`config.mk`:
```
export PLATFORM = sky130hd
export DESIGN_NAME = calc_display
export DESIGN_NICKNAME = d
export VERILOG_FILES = /design/src/rtl/calc_pkg.sv /design/src/rtl/seg7_glyph.sv /design/src/rtl/calc_display.sv
export SDC_FILE = /design/constraint.sdc
export NUM_CORES = 1
export LEC_CHECK = 0
export BUFFER_PORTS_ARGS = -buffer_cell sky130_fd_sc_hd__buf_2
export CELL_PAD_IN_SITES_DETAIL_PLACEMENT = 1
export CELL_PAD_IN_SITES_GLOBAL_PLACEMENT = 1
export CORE_AREA = 2 2 83 45
export CTS_CLUSTER_SIZE = 28
export DETAILED_ROUTE_END_ITERATION = 8
export DIE_AREA = 0 0 85 47
export HOLD_SLACK_MARGIN = 0.06
export PLACE_DENSITY_LB_ADDON = 0.1
export REMOVE_ABC_BUFFERS = 1
export SLEW_MARGIN = 0
export SYNTH_ARGS = -nofsm -noshare
export SYNTH_HDL_FRONTEND = slang
export SYNTH_SLANG_ARGS = --single-unit
```
`constraint.sdc`:
```
create_clock -name clk -period 2.75 [get_ports clk]
set_input_delay 0.825 -clock clk [delete_from_list [all_inputs] [get_ports clk]]
set_output_delay 0.825 -clock clk [all_outputs]
set_load 0.005 [all_outputs]
```
`src/rtl/calc_pkg.sv`:
```
// rtl/calc_pkg.sv - shared glyphs, sign-magnitude fields and display mode encoding
//
// Provides the active-low {g,f,e,d,c,b,a} glyph constants, the bit positions
// of the 4-bit sign-magnitude result, and the BLANK/SHOW mode type.
package calc_pkg;

    localparam logic [6:0] GLYPH_0     = 7'b1000000;
    localparam logic [6:0] GLYPH_1     = 7'b1111001;
    localparam logic [6:0] GLYPH_2     = 7'b0100100;
    localparam logic [6:0] GLYPH_3     = 7'b0110000;
    localparam logic [6:0] GLYPH_4     = 7'b0011001;
    localparam logic [6:0] GLYPH_5     = 7'b0010010;
    localparam logic [6:0] GLYPH_6     = 7'b0000010;
    localparam logic [6:0] GLYPH_7     = 7'b1111000;
    localparam logic [6:0] GLYPH_MINUS = 7'b0111111;
    localparam logic [6:0] GLYPH_E     = 7'b0000110;
    localparam logic [6:0] GLYPH_R     = 7'b0101111;
    localparam logic [6:0] GLYPH_BLANK = 7'b1111111;

    localparam int SIGN_BIT = 3;
    localparam int MAG_MSB  = 2;

    typedef enum logic {
        MODE_BLANK = 1'b0,
        MODE_SHOW  = 1'b1
    } mode_t;

endpackage

```
`src/rtl/seg7_glyph.sv`:
```
// rtl/seg7_glyph.sv - 3-bit magnitude to active-low seven-segment glyph
//
// Ports:
//   mag   - magnitude 0..7
//   glyph - {g,f,e,d,c,b,a}, active-low
module seg7_glyph
    import calc_pkg::*;
(
    input  logic [2:0] mag,
    output logic [6:0] glyph
);

    always_comb begin
        glyph = GLYPH_BLANK;
        case (mag)
            3'd0: glyph = GLYPH_0;
            3'd1: glyph = GLYPH_1;
            3'd2: glyph = GLYPH_2;
            3'd3: glyph = GLYPH_3;
            3'd4: glyph = GLYPH_4;
            3'd5: glyph = GLYPH_5;
            3'd6: glyph = GLYPH_6;
            3'd7: glyph = GLYPH_7;
            default: glyph = GLYPH_BLANK;
        endcase
    end

endmodule

```
`src/rtl/calc_display.sv`:
```
// rtl/calc_display.sv - two-digit multiplexed seven-segment driver for the signed result
//
// Ports:
//   clk, rst_n - clock, asynchronous active-low reset
//   load       - single-cycle capture strobe for result/err
//   result     - sign-magnitude value (bit 3 sign, bits 2:0 magnitude)
//   err        - show "Er" instead of a value
//   seg        - registered active-low segments {g,f,e,d,c,b,a}
//   an         - registered active-low digit enables (an[0] magnitude, an[1] sign)
//   shown      - a value or error has been captured since reset
module calc_display
    import calc_pkg::*;
#(
    parameter int REFRESH_DIV = 50000
) (
    input  logic       clk,
    input  logic       rst_n,
    input  logic       load,
    input  logic [3:0] result,
    input  logic       err,
    output logic [6:0] seg,
    output logic [1:0] an,
    output logic       shown
);

    localparam int CNT_W = (REFRESH_DIV > 2) ? $clog2(REFRESH_DIV) : 1;
    localparam logic [CNT_W-1:0] CNT_LAST = CNT_W'(REFRESH_DIV - 1);

    logic [CNT_W-1:0] cnt;
    logic             sel;
    logic [3:0]       val_q;
    logic             err_q;
    mode_t            mode_q;
    mode_t            mode_d;
    logic [6:0]       mag_glyph;
    logic [6:0]       sign_glyph;
    logic [6:0]       seg_d;
    logic [1:0]       an_d;

    seg7_glyph u_glyph (
        .mag   (val_q[MAG_MSB:0]),
        .glyph (mag_glyph)
    );

    // Refresh counter and digit select run from reset regardless of load.
    always_ff @(posedge clk or negedge rst_n) begin
        if (!rst_n) begin
            cnt <= '0;
            sel <= 1'b0;
        end else if (cnt == CNT_LAST) begin
            cnt <= '0;
            sel <= ~sel;
        end else begin
            cnt <= cnt + 1'b1;
        end
    end

    always_ff @(posedge clk or negedge rst_n) begin
        if (!rst_n) begin
            val_q <= '0;
            err_q <= 1'b0;
        end else if (load) begin
            val_q <= result;
            err_q <= err;
        end
    end

    always_ff @(posedge clk or negedge rst_n) begin
        if (!rst_n) begin
            mode_q <= MODE_BLANK;
        end else begin
            mode_q <= mode_d;
        end
    end

    // Only reset leaves SHOW, so the first load is the only transition.
    always_comb begin
        mode_d = mode_q;
        if (load) begin
            mode_d = MODE_SHOW;
        end
    end

    // Negative zero is suppressed so that 4'b1000 reads exactly like +0.
    always_comb begin
        sign_glyph = GLYPH_BLANK;
        if (err_q) begin
            sign_glyph = GLYPH_E;
        end else if (val_q[SIGN_BIT] && (val_q[MAG_MSB:0] != '0)) begin
            sign_glyph = GLYPH_MINUS;
        end
    end

    // The cnt==0 cycle of each slot blanks both digits to avoid ghosting
    // while the anode switches.
    always_comb begin
        seg_d = GLYPH_BLANK;
        an_d  = 2'b11;
        if (mode_q == MODE_SHOW && cnt != '0) begin
            if (sel) begin
                an_d  = 2'b01;
                seg_d = sign_glyph;
            end else begin
                an_d  = 2'b10;
                seg_d = err_q ? GLYPH_R : mag_glyph;
            end
        end
    end

    always_ff @(posedge clk or negedge rst_n) begin
        if (!rst_n) begin
            seg <= GLYPH_BLANK;
            an  <= 2'b11;
        end else begin
            seg <= seg_d;
            an  <= an_d;
        end
    end

    assign shown = (mode_q == MODE_SHOW);

endmodule

```
Word level (Yosys, flattened, before mapping)
Memory sizes are Yosys's and may differ from the RTL's.
Index checks and enable logic that the tools add are counted.
Widths: inputs -> output; s select.
{"block": "totals", "ram_bits": 0, "latch_bits": 0, "rom_bits": 56, "output_inout_bits": 10, "memories": 1, "word_cells": 23, "reg_bits": 32, "in_bits": 8}
{"block": "op_classes", "mux": 8, "eq_ne": 1, "bitwise_logic": 1, "n_addsub": 1, "n_reduce_logical": 4, "shifts": 0, "div": 0, "n_mul": 0, "order_cmp": 0}
{"memory": "(name not given)", "words": 8, "word_bits": 7, "rd": 1, "rd_ports_with_merged_regs": 0, "write_ports": 0, "line_no": "seg7_glyph.sv:15", "text": "case (mag)"}
{"op": "$mux 7", "n": 5}
{"op": "$add 16x1->16 const B", "n": 1}
{"op": "$eq 16x16->1 const B", "n": 1}
{"op": "$mux 16", "n": 1}
{"op": "$reduce_bool 16->1", "n": 1}
{"op": "$mux 2", "n": 2}
{"op": "$reduce_bool 3->1", "n": 1}
{"op": "$logic_and 1x1->1", "n": 2}
{"op": "$not 1->1", "n": 1}

Depth between registers and ports, before layout
{"block": "depth", "ltp_word": 6, "mapped_depth": 6}

Hierarchy
From an unflattened synthesis, not the netlist that was laid out.
{"block": "unflattened", "hier_cells": 138, "hier_area_um2": 1512.7}
{"mod": "calc_display", "seq_area_each_um2": 812.0, "instances": 1, "area_each_um2": 1368.8, "cells_per_inst": 120}
{"mod": "seg7_glyph", "seq_area_each_um2": 0.0, "instances": 1, "area_each_um2": 143.9, "cells_per_inst": 18}

Worst setup path before layout
Ideal clock, no wire load.
{"block": "synth_path", "path_kind": "register to register", "from": "reg cnt[12]", "to": "reg cnt[1]", "slack_ps": 1074, "required_ps": 2630, "path_stages_with_launch": 5, "setup_time_ps": 120, "arrival_ps": 1556, "path_cell_list": "dfrtp_1 > nor4_2 > nand2_1 > nor4_4 > and2b_2"}
{"block": "synth_via", "elab_chain_len": 2}
{"element": "start, declared", "line_no": "calc_display.sv:29", "text": "logic [CNT_W-1:0] cnt;"}
{"element": "start signal, assigned", "line_no": "calc_display.sv:54", "text": "cnt <= cnt + 1'b1;"}
{"element": "$eq 16x16->1", "line_no": "calc_display.sv:50", "text": "end else if (cnt == CNT_LAST) begin"}
{"element": "$mux 16", "line_no": "calc_display.sv:50"}
Every way passes these cells.
A chain may end at the register's enable or synchronous reset.

Worst setup path after layout
{"block": "layout_path", "from": "reg cnt[0]", "to": "reg cnt[1]"}
{"block": "layout_via", "elab_chain_len": 2}
{"element": "$add 16x1->16 or $eq 16x16->1 (tied branches)", "line_no": "calc_display.sv:54, calc_display.sv:50"}
{"element": "$mux 16 *", "line_no": "calc_display.sv:50"}
Every way passes the cells marked *; elsewhere a longest branch is shown, timed or not.

==> metrics.md <==
| Metric | Value |
|---|---|
| Final instance count without filler cells | `206` |
| Syn Inst Count | `~140` |
| Largest area contributor in the netlist | `dfrtp_1` |
| Max Cap Viol | `0` |
| Fraction of registers with async set/reset | `1.00` |
| First-pass GRT wire length | `roughly 5.7 mm` |
| Largest net degree at the start of global routing | `33` |
| Yosys top cell area share | `0.387` |
| Accumulated negative setup slack | `0 ps` |
| Die area | `about 4000 um^2` |
| Synthesized-area fraction occupied by adder cells | `0.0589` |
| Critical path's slowest cell | `nor4_4` |
| Die width | `between 80 and 90 um` |
| Clock skew | `1.73 ps` |
| Yosys reg bits | `32` |
| Nets | `178` |
| Peak VDD IR | `0.327 mV` |
| Post-cts repair resize count | `0` |
| Cts hold-fix bufs | `0` |
| Worst-Skew Late Latency | `280 ps` |
| Synth Area in XOR/XNOR | `0.0884` |
| GPL Wtd Cong | `0.911` |
| Tightest Pin Transition | `711 ps` |
| Starting density of the core | `0.453` |
| Synth Area in Compound Gates | `0.0614` |
| Max FO, Critical Path | `10` |
| Final Hold Violating Endpoints | `0` |
| Wirelength per Cell | `16.3 um` |
| Endpoints failing setup | `0` |
| Core ar. | `3280 um^2` |
| H-tree depth | `2` |
| # DRC | `0` |
| Post-Syn Area | `1490 um^2` |
| GRT Total Usage | `0.194` |
| Setup CP Type | `register to register` |
| Post-synth EDFFs | `0` |
| Power per Cell Area | `565 nW/um^2` |
| CTS tree | `done` |
| Share of cells above drive strength 1 | `0.250` |
| Post-Route WL | `3.36 mm` |
| Row cnt | `15` |
| Yosys cell types | `25` |
| Post-CTS setup buffers | `0` |
| Type of origin of the critical path | `register` |
| Main combinational cell family by area after synthesis | `simple AND/OR/NAND/NOR gates` |
| Crit share post-route | `0.724` |
| Diodes inserted | `0` |
| DP HPWL | `2.54 mm` |
| Max incr delay on CP | `670 ps` |
| Fin. max-slew vios | `0` |
| Area growth from synthesis to layout | `14.7%` |
| Post-synthesis mux area share | `0.0227` |
| Number of fill cells | `approximately 370` |
| Worst setup EP type | `register` |
| Initial antenna violation count | `0` |
| Critical path arrival | `2160 ps` |
| RSZ-0062 raised after global routing | `no` |
| IO Port Bufs | `17` |
| Clock-pin slew on the worst setup and hold paths | `~70 ps` |
| Hold Path Class | `register to register` |
| Drt pass-1 iters | `4` |
| Cell total after placement | `198` |
| Lkg Pwr | `0.821 nW` |
| Fmax | `0.502 GHz` |
| DIE HEIGHT | `47 um` |
| Synth top area cells | `dfrtp_1 39%, dfstp_2 16%, ha_1 5.9%` |
| Sequential fraction of the synthesis area | `0.546` |
| Top post-synthesis cells by count | `23 x dfrtp_1, 16 x nor2_1, 12 x inv_1, 12 x nand2_1, 12 x o21ai_0` |
| Post-synthesis simple-gate area fraction | `0.184` |
| Cell chain of the critical path | `ha_1, nand3_1, nor4_4, and2b_2` |
| Ys flop type | `dfrtp_1` |
| CP required | `2920 ps` |
| Relative slew slack | `0.526` |
| Count leader, synth | `dfrtp_1` |
| Tmin final | `roughly 2000 ps` |
| Initial drt markers | `49` |
| Num CTS Buffers | `5` |
| Antenna Violating Nets Remaining | `0` |
| # IOs | `18` |
| Status | `complete, no violations` |
| Total grt overflow | `0` |
| Routed vias | `1084` |
| Number of global-route vias before repair | `1154` |
| Clock sink count | `32` |
| Root Buffer | `clkbuf_8` |
| YS warnings | `0` |
| Post-Syn Area per Cell | `10.5 um^2` |
| Via density | `5.26` |
| Clock Path Buffers | `2` |
## cells in the final DEF, fill, tap and decap left out, types with 4 or more instances in the layout
cell type  Yosys  final
buf_2          0     17
clkbuf_8       0      6
dfrtp_1       23     23
dfstp_2        9      9
ha_1           7      7
inv_1         12     12
nand2_1       12     12
nand3_1        6      6
nand4_1        4      4
nor2_1        16     16
nor3_1         5      5
o21ai_0       12     12
xnor2_1        8      8
xor2_1         7      7
## final timing paths
kind                       cells past startpoint  slack, ps              endpoint         startpoint
setup reg to reg                               4        760      cnt[1]$_DFF_PN0_   cnt[0]$_DFF_PN0_
min in group asynchronous                      1        590  val_q[3]$_DFFE_PN0P_              rst_n
max in group asynchronous                      1       1700     cnt[14]$_DFF_PN0_              rst_n
setup / recovery                               4        760      cnt[1]$_DFF_PN0_   cnt[0]$_DFF_PN0_
hold / removal                                 1        520     shown$_DFFE_PN0P_  shown$_DFFE_PN0P_
hold reg to reg                                1        520     shown$_DFFE_PN0P_  shown$_DFFE_PN0P_
## final cells by class
type,instances,area [um^2],area share
Clock inverter,2,10.0,0.00587
Clock buffer,6,82.6,0.0484
Timing Repair Buffer,17,85.1,0.0499
Multi-Input combinational cell,95,618,0.362
Sequential cell,32,812,0.476
Tap cell,42,52.6,0.0308
Inverter,12,45.0,0.0264
## critical path: cells and delay by family (launching register included)
| family | cells | cell delay [ps] |
|---|---|---|
| fa+ha+maj | 1 | 210 |
| flops | 1 | 410 |
| simple gates | 3 | 1260 |
## registers in the layout, summed over array words and instances (netlist names)
signal / count
shown: 1
sel: 1
cnt: 16
val_q: 4
seg: 7
err_q: 1
an: 2
## through the flow
step | util | hold WS [ps] | cell area [um^2] | total power [mW] | setup slack (ps)
floorplan | - | 468 | 1480 | 0.556 | 1070
global placement | 0.491 | 488 | 1610 | 0.596 | 903
detailed placement | 0.491 | 501 | 1610 | 0.602 | 772
CTS | 0.519 | 515 | 1710 | 0.975 | 761
global route | 0.519 | 535 | 1710 | 1.01 | 651
finish | 0.519 | 522 | 1710 | 0.963 | 758
## where the power goes
group          internal (mW)  switching (mW)  leakage, nW
combinational         0.0313          0.0425        0.384
sequential             0.501          0.0160        0.386
clock                  0.200           0.173       0.0510
## logic make-up after synthesis
group	count (synthesis)
AOI/OAI and AO/OA	17
xor gates and xnor gates	15
adders and majority gates	7
buffers and inverters	15
DFF	32
muxes	3
and+or+nand+nor	53
## layer usage
metal,share of wire,global-route usage,up-vias
met5,0,0,-
li1,-,-,517
met4,0.0068,0.0667,0
met2,0.44,0.316,39
met1,0.51,0.259,523
met3,0.038,0.0527,5
(Power assumes the default switching activity.)
